<file path="config.mk">
export PLATFORM = sky130hd
export DESIGN_NAME = apb_slave_regs_flat
export DESIGN_NICKNAME = d
export VERILOG_FILES = /design/src/rtl/apb_slave_regs_pkg.sv /design/src/rtl/apb_slave_regs_if.sv /design/src/rtl/apb_slave_regs_regfile.sv /design/src/rtl/apb_slave_regs.sv /design/src/flat_wrapper.sv
export SDC_FILE = /design/constraint.sdc
export NUM_CORES = 1
export LEC_CHECK = 0
export ABC_AREA = 1
export ABC_CLOCK_PERIOD_IN_PS = 2900
export CORE_MARGIN = 1
export CORE_UTILIZATION = 53
export DETAILED_ROUTE_END_ITERATION = 16
export PLACE_DENSITY = 0.72
export RECOVER_POWER = 25
export SLEW_MARGIN = 20
export SYNTH_ARGS = -nofsm -noshare
export SYNTH_HDL_FRONTEND = slang
export SYNTH_SLANG_ARGS = --single-unit
</file>
<file path="constraint.sdc">
create_clock -name clk -period 2.9 [get_ports clk]
set_clock_uncertainty 0.1 [all_clocks]
set_input_delay 0.435 -clock clk [delete_from_list [all_inputs] [get_ports clk]]
set_output_delay 0.435 -clock clk [all_outputs]
set_load 0.02 [all_outputs]
</file>
<file path="src/rtl/apb_slave_regs_pkg.sv">
// Shared types and constants for the APB register slave.
// Default bus widths are overridable from the build.
`ifndef APB_ADDR_WIDTH
`define APB_ADDR_WIDTH 32
`endif
`ifndef APB_DATA_WIDTH
`define APB_DATA_WIDTH 32
`endif

package apb_pkg;

  typedef enum logic {
    IDLE   = 1'b0,
    ACCESS = 1'b1
  } apb_state_e;

  // prot bit that marks a privileged access
  localparam int APB_PROT_PRIV = 0;

  // error cause bit positions
  localparam int ERR_RANGE = 0;
  localparam int ERR_ALIGN = 1;
  localparam int ERR_RO    = 2;
  localparam int ERR_PRIV  = 3;
  localparam int ERR_NUM   = 4;

  localparam int WAIT_W = 4;

endpackage

</file>
<file path="src/rtl/apb_slave_regs_if.sv">
// APB bus slot seen by one completer.
// The master drives the request, the slave the response.
interface apb_slave_regs_if #(
  parameter int ADDR_WIDTH = `APB_ADDR_WIDTH,
  parameter int DATA_WIDTH = `APB_DATA_WIDTH
);

  logic                    sel;
  logic                    penable;
  logic                    write;
  logic [ADDR_WIDTH-1:0]   addr;
  logic [2:0]              prot;
  logic [DATA_WIDTH/8-1:0] strb;
  logic [DATA_WIDTH-1:0]   wdata;
  logic [DATA_WIDTH-1:0]   rdata;
  logic                    ready;
  logic                    error_out;

  modport master (
    output sel, penable, write, addr, prot, strb, wdata,
    input  rdata, ready, error_out
  );

  modport slave (
    input  sel, penable, write, addr, prot, strb, wdata,
    output rdata, ready, error_out
  );

endinterface

</file>
<file path="src/rtl/apb_slave_regs_regfile.sv">
// Word register array with byte-lane write and async read.
// Reset clears every entry.
module apb_regfile #(
  parameter int REG_NUM    = 16,
  parameter int DATA_WIDTH = 32,
  localparam int IDX_W     = $clog2(REG_NUM),
  localparam int BYTES     = DATA_WIDTH / 8
) (
  input  logic                  clk,
  input  logic                  rst,
  input  logic                  we,
  input  logic [IDX_W-1:0]      widx,
  input  logic [BYTES-1:0]      strb,
  input  logic [DATA_WIDTH-1:0] wdata,
  input  logic [IDX_W-1:0]      ridx,
  output logic [DATA_WIDTH-1:0] rdata
);

  logic [DATA_WIDTH-1:0] mem [REG_NUM];

  // storage: clear on reset, byte-masked write otherwise
  always_ff @(posedge clk) begin
    if (rst) begin
      for (int i = 0; i < REG_NUM; i++) begin
        mem[i] <= '0;
      end
    end else if (we) begin
      for (int b = 0; b < BYTES; b++) begin
        if (strb[b]) begin
          mem[widx][8*b +: 8] <= wdata[8*b +: 8];
        end
      end
    end
  end

  assign rdata = mem[ridx];

endmodule

</file>
<file path="src/rtl/apb_slave_regs.sv">
// APB completer with wait states and a byte-strobed register file.
// Responses are driven from registered state only.
module apb_slave_regs
  import apb_pkg::*;
#(
  parameter int          ADDR_WIDTH  = `APB_ADDR_WIDTH,
  parameter int          DATA_WIDTH  = `APB_DATA_WIDTH,
  parameter int          REG_NUM     = 16,
  parameter int          WAIT_STATES = 0,
  parameter logic [31:0] SLAVE_ID    = 32'h0
) (
  input logic               clk,
  input logic               rst,
  apb_slave_regs_if.slave   bus
);

  localparam int BYTES = DATA_WIDTH / 8;
  localparam int OFF_W = $clog2(BYTES);
  localparam int IDX_W = $clog2(REG_NUM);

  localparam logic [ADDR_WIDTH-1:0] OFF_MASK =
    ADDR_WIDTH'(BYTES - 1);
  localparam logic [ADDR_WIDTH-1:0] LIMIT =
    ADDR_WIDTH'(REG_NUM * BYTES);
  localparam logic [WAIT_W-1:0] WAIT_LOAD =
    WAIT_W'(WAIT_STATES);
  localparam logic [DATA_WIDTH-1:0] ID_VAL =
    DATA_WIDTH'(SLAVE_ID);

  apb_state_e state, state_d;
  logic [WAIT_W-1:0] cnt, cnt_d;

  logic [ADDR_WIDTH-1:0] addr_q;
  logic                  write_q;
  logic [DATA_WIDTH-1:0] wdata_q;
  logic [BYTES-1:0]      strb_q;
  logic                  priv_q;

  logic                  load;
  logic                  commit;
  logic                  done;
  logic                  err;
  logic [ERR_NUM-1:0]    cause;
  logic [IDX_W-1:0]      idx;
  logic [DATA_WIDTH-1:0] reg_rd;
  logic                  unused_prot;

  assign unused_prot = ^bus.prot;

  assign idx = addr_q[OFF_W +: IDX_W];

  // error decode from the fields captured at SETUP
  always_comb begin
    cause = '0;
    cause[ERR_RANGE] = addr_q >= LIMIT;
    cause[ERR_ALIGN] = (addr_q & OFF_MASK) != '0;
    cause[ERR_RO]    = write_q && (idx == '0);
    cause[ERR_PRIV]  = write_q && !priv_q;
  end

  assign err  = |cause;
  assign done = (state == ACCESS) && (cnt == '0);

  // next state, wait counter and write commit
  always_comb begin
    state_d = state;
    cnt_d   = cnt;
    load    = 1'b0;
    commit  = 1'b0;
    unique case (state)
      IDLE: begin
        if (bus.sel && !bus.penable) begin
          state_d = ACCESS;
          cnt_d   = WAIT_LOAD;
          load    = 1'b1;
        end
      end
      ACCESS: begin
        if (!(bus.sel && bus.penable)) begin
          state_d = IDLE;
        end else if (cnt != '0) begin
          cnt_d = cnt - 1'b1;
        end else begin
          state_d = IDLE;
          commit  = write_q && !err;
        end
      end
      default: state_d = IDLE;
    endcase
  end

  // state, counter and SETUP capture registers
  always_ff @(posedge clk) begin
    if (rst) begin
      state   <= IDLE;
      cnt     <= '0;
      addr_q  <= '0;
      write_q <= 1'b0;
      wdata_q <= '0;
      strb_q  <= '0;
      priv_q  <= 1'b0;
    end else begin
      state <= state_d;
      cnt   <= cnt_d;
      if (load) begin
        addr_q  <= bus.addr;
        write_q <= bus.write;
        wdata_q <= bus.wdata;
        strb_q  <= bus.strb;
        priv_q  <= bus.prot[APB_PROT_PRIV];
      end
    end
  end

  apb_regfile #(
    .REG_NUM    (REG_NUM),
    .DATA_WIDTH (DATA_WIDTH)
  ) u_regfile (
    .clk   (clk),
    .rst   (rst),
    .we    (commit),
    .widx  (idx),
    .strb  (strb_q),
    .wdata (wdata_q),
    .ridx  (idx),
    .rdata (reg_rd)
  );

  // response drive, zero outside the completion cycle
  always_comb begin
    bus.ready     = done;
    bus.error_out = done && err;
    bus.rdata     = '0;
    if (done && !err && !write_q) begin
      bus.rdata = (idx == '0) ? ID_VAL : reg_rd;
    end
  end

endmodule
</file>
<file path="src/flat_wrapper.sv">
// flat-port wrapper written by rule: the top's interface ports become plain ports
module apb_slave_regs_flat import apb_pkg::*;
#(
  parameter int          ADDR_WIDTH  = `APB_ADDR_WIDTH,
  parameter int          DATA_WIDTH  = `APB_DATA_WIDTH,
  parameter int          REG_NUM     = 16,
  parameter int          WAIT_STATES = 0,
  parameter logic [31:0] SLAVE_ID    = 32'h0
)
  (clk, rst, bus_sel, bus_penable, bus_write, bus_addr, bus_prot, bus_strb, bus_wdata, bus_rdata, bus_ready, bus_error_out);
  apb_slave_regs_if #(.ADDR_WIDTH(ADDR_WIDTH), .DATA_WIDTH(DATA_WIDTH)) bus_i ();
  input logic clk;
  input logic rst;
  input wire logic [$bits(bus_i.sel)-1:0] bus_sel;
  input wire logic [$bits(bus_i.penable)-1:0] bus_penable;
  input wire logic [$bits(bus_i.write)-1:0] bus_write;
  input wire logic [$bits(bus_i.addr)-1:0] bus_addr;
  input wire logic [$bits(bus_i.prot)-1:0] bus_prot;
  input wire logic [$bits(bus_i.strb)-1:0] bus_strb;
  input wire logic [$bits(bus_i.wdata)-1:0] bus_wdata;
  output wire logic [$bits(bus_i.rdata)-1:0] bus_rdata;
  output wire logic [$bits(bus_i.ready)-1:0] bus_ready;
  output wire logic [$bits(bus_i.error_out)-1:0] bus_error_out;
  assign bus_i.sel = bus_sel;
  assign bus_i.penable = bus_penable;
  assign bus_i.write = bus_write;
  assign bus_i.addr = bus_addr;
  assign bus_i.prot = bus_prot;
  assign bus_i.strb = bus_strb;
  assign bus_i.wdata = bus_wdata;
  assign bus_rdata = bus_i.rdata;
  assign bus_ready = bus_i.ready;
  assign bus_error_out = bus_i.error_out;
  apb_slave_regs #(.ADDR_WIDTH(ADDR_WIDTH), .DATA_WIDTH(DATA_WIDTH), .REG_NUM(REG_NUM), .WAIT_STATES(WAIT_STATES), .SLAVE_ID(SLAVE_ID)) u_core (.clk(clk), .rst(rst), .bus(bus_i));
endmodule
</file>
# Word-level counts from Yosys, hierarchy flattened
# Memories as Yosys holds them, arrays and structs flattened. A register that Yosys moved wholly into a read port is not among the register bits.
# Index checks and enable logic that the tools add are counted.
# classes
add_sub_neg	1
mul	0
div_mod_pow	0
n_lt_le_gt_ge	1
eq_ne	3
n_shift	0
mux	37
bitwise	1
n_reduce_logical	20
# ops
operator	n
$mux 32	3
$ge 32x7->1 const B	1
$reduce_bool 32->1	1
$reduce_or 32->1	1
$mux 4	7
$mux 1	25
$logic_and 1x1->1	9
$logic_not 4->1	2
$pmux 4 s2	1
$logic_not 1->1	4
$ne 2x2->1 const B	2
$reduce_bool 4->1	1
$reduce_or 4->1	1
$sub 4x1->4 const B	1
$reduce_and 3->1	1
$ne 2x1->1 const B	1
$pmux 1 s2	1
$not 1->1	1
# word_totals
register_bits	75
latchBits	0
ramBits	512
mem_bits_ro	0
input_bits	76
output_inout_bits	34
word_cells	71
n_memories	1
# memory_table
name	depth	width	rd	rd_ports_with_merged_regs	wr	line	text
u_core.u_regfile.mem	16	32	1	1	16	apb_slave_regs_regfile.sv:19	logic [DATA_WIDTH-1:0] mem [REG_NUM];

# Depth between registers and ports, before layout
# Gate-level depths: netlist of the first run.
# depth
depth_word	13
ltp_mapped	11

# By module
# From an unflattened synthesis of the first run, not the netlist that was laid out.
# hier_totals
cells_unflattened	3261
area_unflattened_um2	27988.1
# modules_own_cells
module	instances	cells_per_inst	area_each_um2	seq_area_each_um2
apb_regfile	1	2813	24757.5	15374.7
apb_slave_regs	1	448	3230.6	1501.4

# Least setup slack after synthesis of the first run
# OpenSTA, ideal clock, no wires.
# synth_timing
path_type	register -> output
from	reg u_core.cnt[0]
to	out bus_rdata[10]
t_arrival_ns	1.657
required_ns	2.365
slack_ns	0.708
stages_incl_launch_ff	10
path_cell_list	dfxtp_1 -> inv_1 -> ha_1 -> nand3_1 -> inv_1 -> nand2_1 -> nor2_1 -> clkbuf_1 -> nand3_1 -> nor2_1
# synth_via
elab_chain_len	5
# synth_rtl
item	line	text
start, declared	apb_slave_regs.sv:31	logic [WAIT_W-1:0] cnt, cnt_d;
start signal, assigned	apb_slave_regs.sv:104	cnt <= cnt_d;
$logic_not 4->1	apb_slave_regs.sv:62	assign done = (state == ACCESS) && (cnt == '0);
$logic_and 1x1->1	apb_slave_regs.sv:62	
$logic_and 1x1->1 (2 in series)	apb_slave_regs.sv:134	if (done && !err && !write_q) begin
$mux 32	apb_slave_regs.sv:134	
end, declared	flat_wrapper.sv:21	output wire logic [$bits(bus_i.rdata)-1:0] bus_rdata;
# No other way between the ends.

==> results.sh, run 1 <==
export IMPL_outcome="complete, but fails checks"
export IMPL_failed_checks="negative setup slack"
export IMPL_max_slew_vio_count=0
export IMPL_synth_xor_area_share_pct=0
export IMPL_core_sq_mm=0.0503
export IMPL_die_area_sq_mm=0.0520
export IMPL_multi_input_gate_area_sq_mm=0.00908
export IMPL_detail_route_drc_violations=0
export IMPL_complex_gate_fraction_of_the_synthesized_area_pct=9.87
export IMPL_worst_slew_margin_rel_pct=10.8
export IMPL_clock_tree_from_tritoncts="done"
export IMPL_yosysSeqAreaShare_pct=62.6
export IMPL_core_rows=82
export IMPL_max_cap_violations=0
export IMPL_cts_root_buffer="clkbuf_16"
export IMPL_synthToLayoutAreaGrowth_pct=20.4
export IMPL_synth_area_sq_mm=0.0271
export IMPL_cts_buf_count=59
export IMPL_finish_instance_area_sq_mm=0.0326
export IMPL_power_share_combinational_pct=10.7
export IMPL_worstPathBufferInverterCount=4
export IMPL_crit_path_leading_delay_family="buffers and inverters"
export IMPL_place_detailed_hpwl_microns=44900
export IMPL_report_power_total_w=0.0197
export IMPL_routed_via_count=21000
export IMPL_synth_async_reset_ratio_pct=0
export IMPL_final_hold_violation_count=0
export IMPL_clkSinkCount=591
export IMPL_worstPathArrival_ns=2.39
export IMPL_power_sequential_fraction_pct=49.1
export IMPL_die_h_microns=228
export IMPL_holdCritPathClass="input port to flop"
export IMPL_muxShareOfSynthArea_pct=0
export IMPL_synth_area_per_cell_sq_um=9.91
export IMPL_ys_seq_elements=591
export IMPL_clkSlewWorstSetupHoldPaths_ns=0.07
export IMPL_yosys_cell_types_count=25
export IMPL_place_port_buffers=107
export IMPL_synth_enable_flop_cells=512
export IMPL_hold_worst_slack_ns=0.258
export IMPL_crit_path_end_kind="primary output"
export IMPL_cts_hold_buf=0
export IMPL_fin_crit_sh_pct=101
export IMPL_placedInstanceArea_sq_mm=0.0295
export IMPL_critical_path_max_fanout=7
export IMPL_power_frac_clock_pct=40.3
export IMPL_final_critical_path_setup_slack_ns=-0.0259
export IMPL_diodes=0
export IMPL_final_core_utilization_pct=64.9
export IMPL_max_clock_path_buffers=3
export IMPL_regArea_sq_mm=0.0170
export IMPL_synth_top_family_by_area="simple AND/OR/NAND/NOR gates"
export IMPL_worst_slew_pin_slew_ns=1.34
export IMPL_netlist_instances=2731
export IMPL_yosysWarnings=0
export IMPL_grt_first_pass_wirelength_microns=109000
export IMPL_yosys_area_share_simple_pct=22.2
export IMPL_wl_per_cell_microns=21.0
export IMPL_critical_path_slowest_cell="dfxtp_4"
export IMPL_antenna_violating_nets_post_route=0
export IMPL_rsz0062_at_grt="yes"
export IMPL_data_required_time_at_the_worst_endpoint_ns=2.37
export IMPL_drt_pass1_iterations=6
export IMPL_fill_cells=3718
export IMPL_power_static_leakage_nw=12.5
export IMPL_place_gp_congestion=0.873
export IMPL_crit_path_start_kind="flop"
export IMPL_setup_tns_final_ns=-0.0727
export IMPL_num_nets_final=2983
export IMPL_grt_use_total_pct=27.2
export IMPL_cell_breakdown_of_the_critical_path="buf_12 -> buf_12 -> clkbuf_16 -> nor2_1 -> o211ai_1 -> a21oi_2 -> nor2_1 -> buf_2"
export IMPL_cellPowerDensity_mw_per_mm2=603
export IMPL_synth_ff_type="edfxtp_1"
export IMPL_worstSkewPairLatency_ns=0.63
export IMPL_floorplan_initialDensity_pct=53.9
export IMPL_cts_htree_levels=2
export IMPL_grt_antenna_before_repair=1
export IMPL_p_sw_share_pct=24.5
export IMPL_dieWidth_microns=228
export IMPL_grt_overflow=0
export IMPL_finalSetupViolCount=6
export IMPL_fmax_ghz=0.342
export IMPL_crit_path_max_incr_delay_ns=0.47
export IMPL_post_route_cells_drive_above_1_share_pct=14.8
export IMPL_timing_setup_critical_path_class="flop to primary output"
export IMPL_finalCriticalPeriod_ns=2.93
export IMPL_synthesized_area_fraction_occupied_by_adder_cells_pct=0.0462
export IMPL_drt_vias_per_instance=5.79
export IMPL_p_switching_w=0.00482
export IMPL_first_global_vias=19800
export IMPL_grt_start_max_net_pins=81
export IMPL_design_portCount=110
export IMPL_worst_ir_drop_vdd_uv=451
export IMPL_routed_wl_microns=75900
export IMPL_drt_iter0_drc=2604
export IMPL_internal_power_w=0.0149
[cell families after synthesis]
logic type / Yosys count
compound gates: 462
other cells: 1
fa+ha+maj: 1
simple gates: 1338
flops: 591
buf+inv: 338
[Yosys cell counts (2+ instances only)]
cell | n | area share [%]
a21oi_1 | 105 | 1.9
buf_1 | 21 | 0.29
buf_2 | 40 | 0.74
buf_4 | 7 | 0.19
buf_6 | 4 | 0.17
buf_8 | 4 | 0.22
clkbuf_1 | 119 | 1.6
dfxtp_1 | 79 | 5.8
edfxtp_1 | 512 | 57
inv_1 | 141 | 2.0
inv_2 | 2 | 0.028
nand2_1 | 440 | 6.1
nand3_1 | 70 | 1.3
nand4_1 | 2 | 0.046
nand4_2 | 20 | 0.92
nand4_4 | 40 | 3.1
nor2_1 | 756 | 10
nor2_2 | 5 | 0.12
nor3_1 | 5 | 0.092
o211ai_1 | 142 | 3.9
o21ai_0 | 209 | 3.9
o21ai_1 | 5 | 0.092
[worst reg2reg max path, stage by stage, from the launching register on]
cell,delay (ns)
dfxtp_1,0.37
clkinv_1,0.08
nand3_1,0.86
clkbuf_2,0.63
o21ai_0,0.50
a21oi_1,0.11
[stage by stage]
stage / cells / setup WS (ns)
6_report: 3624 / -0.0259
2_1_floorplan: 2762 / 0.708
5_1_grt: 3624 / -0.120
3_3_place_gp: 3468 / 0.0627
3_5_place_dp: 3468 / 0.0196
4_1_cts: 3592 / -0.226
[cells in the final DEF (no fill, tap or decap), drive strengths merged, types with 62 or more instances in the layout]
cell type and instances:
a21oi 105, buf 185, clkbuf 95, clkdlybuf4s50 73
dfxtp 79, edfxtp 512, inv 142, nand2 440
nand3 70, nand4 62, nor2 761, o211ai 142
o21ai 214
[worst paths after layout]
check                   start                  to  slack [ns]  cells after the start
max                      flop       bus_rdata[17]       -0.03                      8
max reg2reg      u_core.state  u_core.wdata_q[31]        0.10                      5
min              bus_addr[15]   u_core.addr_q[15]        0.26                      3
min reg2reg  u_core.addr_q[6]    u_core.addr_q[6]        0.36                      2
[layout make-up]
cell class	instances	share of cell area, %
clock inverters	31	1.07
repair buffers	278	9.74
multi-input cells	1833	27.8
clock buffers	76	5.05
inverters	143	1.69
flip-flops and latches	591	52.0
well taps	672	2.58
[registers in the layout, indices dropped and copies added, names as in the netlist, named ones only]
| name | cells |
|---|---|
| u_core.state | 1 |
| u_core.addr_q | 32 |
| u_core.cnt | 4 |
| u_core.strb_q | 4 |
| u_core.u_regfile.mem | 512 |
| u_core.wdata_q | 32 |
| u_core.priv_q | 1 |
| u_core.write_q | 1 |
[metal layers]
layer	GRT usage [%]	up-vias	routed length, microns
met2	45.0	1164	36200
li1	-	9602	-
met1	36.9	10100	29500
met3	3.89	158	7690
met4	9.23	0	2520
met5	0	-	0
[power by group through the flow]
stage / clock, W / combinational, W / sequential [W]
2_1_floorplan: 0 / 0.00114 / 0.00978
3_3_place_gp: 0 / 0.00171 / 0.00981
3_5_place_dp: 0 / 0.00175 / 0.00982
4_1_cts: 0.00793 / 0.00187 / 0.00964
5_1_grt: 0.00826 / 0.00224 / 0.00968
6_report: 0.00792 / 0.00210 / 0.00965
[repair_timing]
action,4_1_cts,5_1_grt
gates resized for setup,195,122
setup endpoints to repair,34,33
buffers inserted,9,14
pin swaps,9,36
cloned,8,19
Note: power is estimated with default switching activity, not from simulation.
==> run 2: changes to the inputs <==
GPL_ROUTABILITY_DRIVEN = 0   (was not set)
SKIP_LAST_GASP = 1   (was not set)
==> run 2 against run 1 <==
  * The flow still finishes with violations (negative setup slack)
  * Global-route usage hardly changed
  * Total power down 0.15%
  * Flip-flop and latch count is the same
  * Sequential power about the same
  * Largest power group unchanged
  * Highest routed layer unchanged
==> results.sh, run 2 (synthesized netlist as in run 1, its figures left out) <==
export IMPL_synthToLayoutAreaGrowth_pct=19.4
export IMPL_diodes=0
export IMPL_final_critical_path_setup_slack_ns=-0.0285
export IMPL_num_nets_final=2982
export IMPL_rr_startpoint="u_core.addr_q[4]"
export IMPL_placedInstanceArea_sq_mm=0.0295
export IMPL_place_detailed_hpwl_microns=44900
export IMPL_failed_checks="negative setup slack"
export IMPL_cts_buf_count=59
export IMPL_most_common_layout_cells="nor2_1 (735), edfxtp_1 (512), nand2_1 (438)"
export IMPL_floorplan_initialDensity_pct=53.9
export IMPL_outcome="complete, but fails checks"
export IMPL_worstSkewPairLatency_ns=0.63
export IMPL_worst_ir_drop_vdd_uv=454
export IMPL_number_of_flip_flops_in_the_largest_register=512
export IMPL_max_clock_path_buffers=3
export IMPL_holdCritPathClass="input port to flop"
export IMPL_grt_overflow=0
export IMPL_detail_route_drc_violations=0
export IMPL_holdCritStartpoint="bus_addr[15]"
export IMPL_wl_per_cell_microns=21.0
export IMPL_max_cap_violations=0
export IMPL_setup_tns_final_ns=-0.0631
export IMPL_cts_htree_levels=2
export IMPL_mostFrequentLayoutCell="nor2_1"
export IMPL_first_global_vias=19800
export IMPL_drt_pass1_iterations=6
export IMPL_cts_root_buffer="clkbuf_16"
export IMPL_fin_crit_sh_pct=101
export IMPL_final_instance_count_excl_fill=3623
export IMPL_finalSetupViolCount=5
export IMPL_place_port_buffers=107
export IMPL_rsz0062_at_grt="yes"
export IMPL_routed_wl_microns=75900
export IMPL_antenna_violating_nets_post_route=0
export IMPL_crit_path_leading_delay_family="compound AO/OA/AOI/OAI gates"
export IMPL_crit_path_max_incr_delay_ns=0.47
export IMPL_clock_tree_from_tritoncts="done"
export IMPL_post_place_cells=3468
export IMPL_core_rows=82
export IMPL_grt_use_total_pct=27.2
export IMPL_reg_largest_list="u_core.u_regfile.mem (512), u_core.addr_q (32), u_core.wdata_q (32)"
export IMPL_final_hold_violation_count=0
export IMPL_data_required_time_at_the_worst_endpoint_ns=2.37
export IMPL_cell_breakdown_of_the_critical_path="inv_8 -> bufbuf_16 -> o21ai_0 -> o211ai_1 -> a21oi_2 -> nor2_2 -> buf_4"
export IMPL_die_h_microns=228
export IMPL_power_static_leakage_nw=12.2
export IMPL_crit_path_start_kind="flop"
export IMPL_finalCriticalPeriod_ns=2.93
export IMPL_design_portCount=110
export IMPL_worstPathArrival_ns=2.39
export IMPL_routed_via_count=21000
export IMPL_drt_vias_per_instance=5.80
export IMPL_fmax_ghz=0.341
export IMPL_die_area_sq_mm=0.0520
export IMPL_grt_first_pass_wirelength_microns=109000
export IMPL_critical_path_slowest_cell="dfxtp_4"
export IMPL_critical_path_max_fanout=29
export IMPL_cellPowerDensity_mw_per_mm2=608
export IMPL_core_sq_mm=0.0503
export IMPL_grt_antenna_before_repair=1
export IMPL_worstPathBufferInverterCount=3
export IMPL_worst_slew_margin_rel_pct=12.9
export IMPL_dieWidth_microns=228
export IMPL_hold_worst_slack_ns=0.259
export IMPL_grt_start_max_net_pins=81
export IMPL_post_route_cells_drive_above_1_share_pct=13.6
export IMPL_clkSlewWorstSetupHoldPaths_ns=0.06
export IMPL_worst_slew_pin_slew_ns=1.31
export IMPL_clkSinkCount=591
export IMPL_crit_path_end_kind="primary output"
export IMPL_drt_iter0_drc=2489
export IMPL_finish_instance_area_sq_mm=0.0323
export IMPL_top_register="u_core.u_regfile.mem"
export IMPL_final_core_utilization_pct=64.3
export IMPL_max_slew_vio_count=0
export IMPL_timing_setup_critical_path_class="flop to primary output"
export IMPL_cts_hold_buf=0
## run 2: cell types whose count changed in the layout (fill, tap and decap cells not counted), moves of 3 or more
cell | before | now
buf_4 | 118 | 100
buf_8 | 5 | 0
clkbuf_1 | 13 | 30
clkbuf_2 | 3 | 7
nand3_1 | 52 | 47
nand3_2 | 17 | 22
nand4_1 | 3 | 20
nand4_2 | 20 | 14
nand4_4 | 39 | 28
nor2_2 | 22 | 17
nor2_4 | 6 | 9
## run 2: through the flow
step | setup WS (ns) | total power, W
floorplan | 0.708 | 0.0109
global placement | 0.0627 | 0.0115
detailed placement | 0.0196 | 0.0116
CTS | -0.226 | 0.0194
global route | -0.0900 | 0.0202
finish | -0.0285 | 0.0196
## run 2: layer usage
metal  global-route usage, %  up-vias  part of all wire, %
li1                        -     9607                    -
met1                    36.8    10000                   39
met2                    45.0     1216                   47
met3                    3.89      172                   10
met4                    9.29        0                  3.6
met5                       0        -                    0
## run 2: cell type report
type                    count  area, sq um
clock buffers              76         1650
clock inverters            31          349
fillers                  3796        17900
inverters                 143          553
multi-input cells        1833         8900
flip-flops and latches    591        17000
well taps                 672          841
repair buffers            277         3080
## run 2: what timing repair did
item,4_1_cts,5_1_grt
gates resized for setup,150,159
setup endpoints to repair,34,34
buffers inserted,9,13
pin swaps,9,39
gates cloned,8,18
## run 2: final timing paths
path | to | slack [ns] | cells after the start
setup / recovery | bus_rdata[19] | -0.03 | 7
hold / removal | u_core.addr_q[15] | 0.26 | 3
setup reg to reg | u_core.u_regfile.mem[6][1] | 0.05 | 12
hold reg to reg | u_core.addr_q[26] | 0.36 | 2
## run 2: worst min-delay path, cell delays in order
cell             delay (ns)
clkdlybuf4s50_1        0.39
nand2_1                0.06
a21oi_1                0.05
## run 2: power by group
| group | internal (W) | switching, W | total (W) |
|---|---|---|---|
| Clock | 0.00462 | 0.00329 | 0.00791 |
| Sequential | 0.00954 | 0.000113 | 0.00965 |
| Combinational | 0.000691 | 0.00139 | 0.00208 |
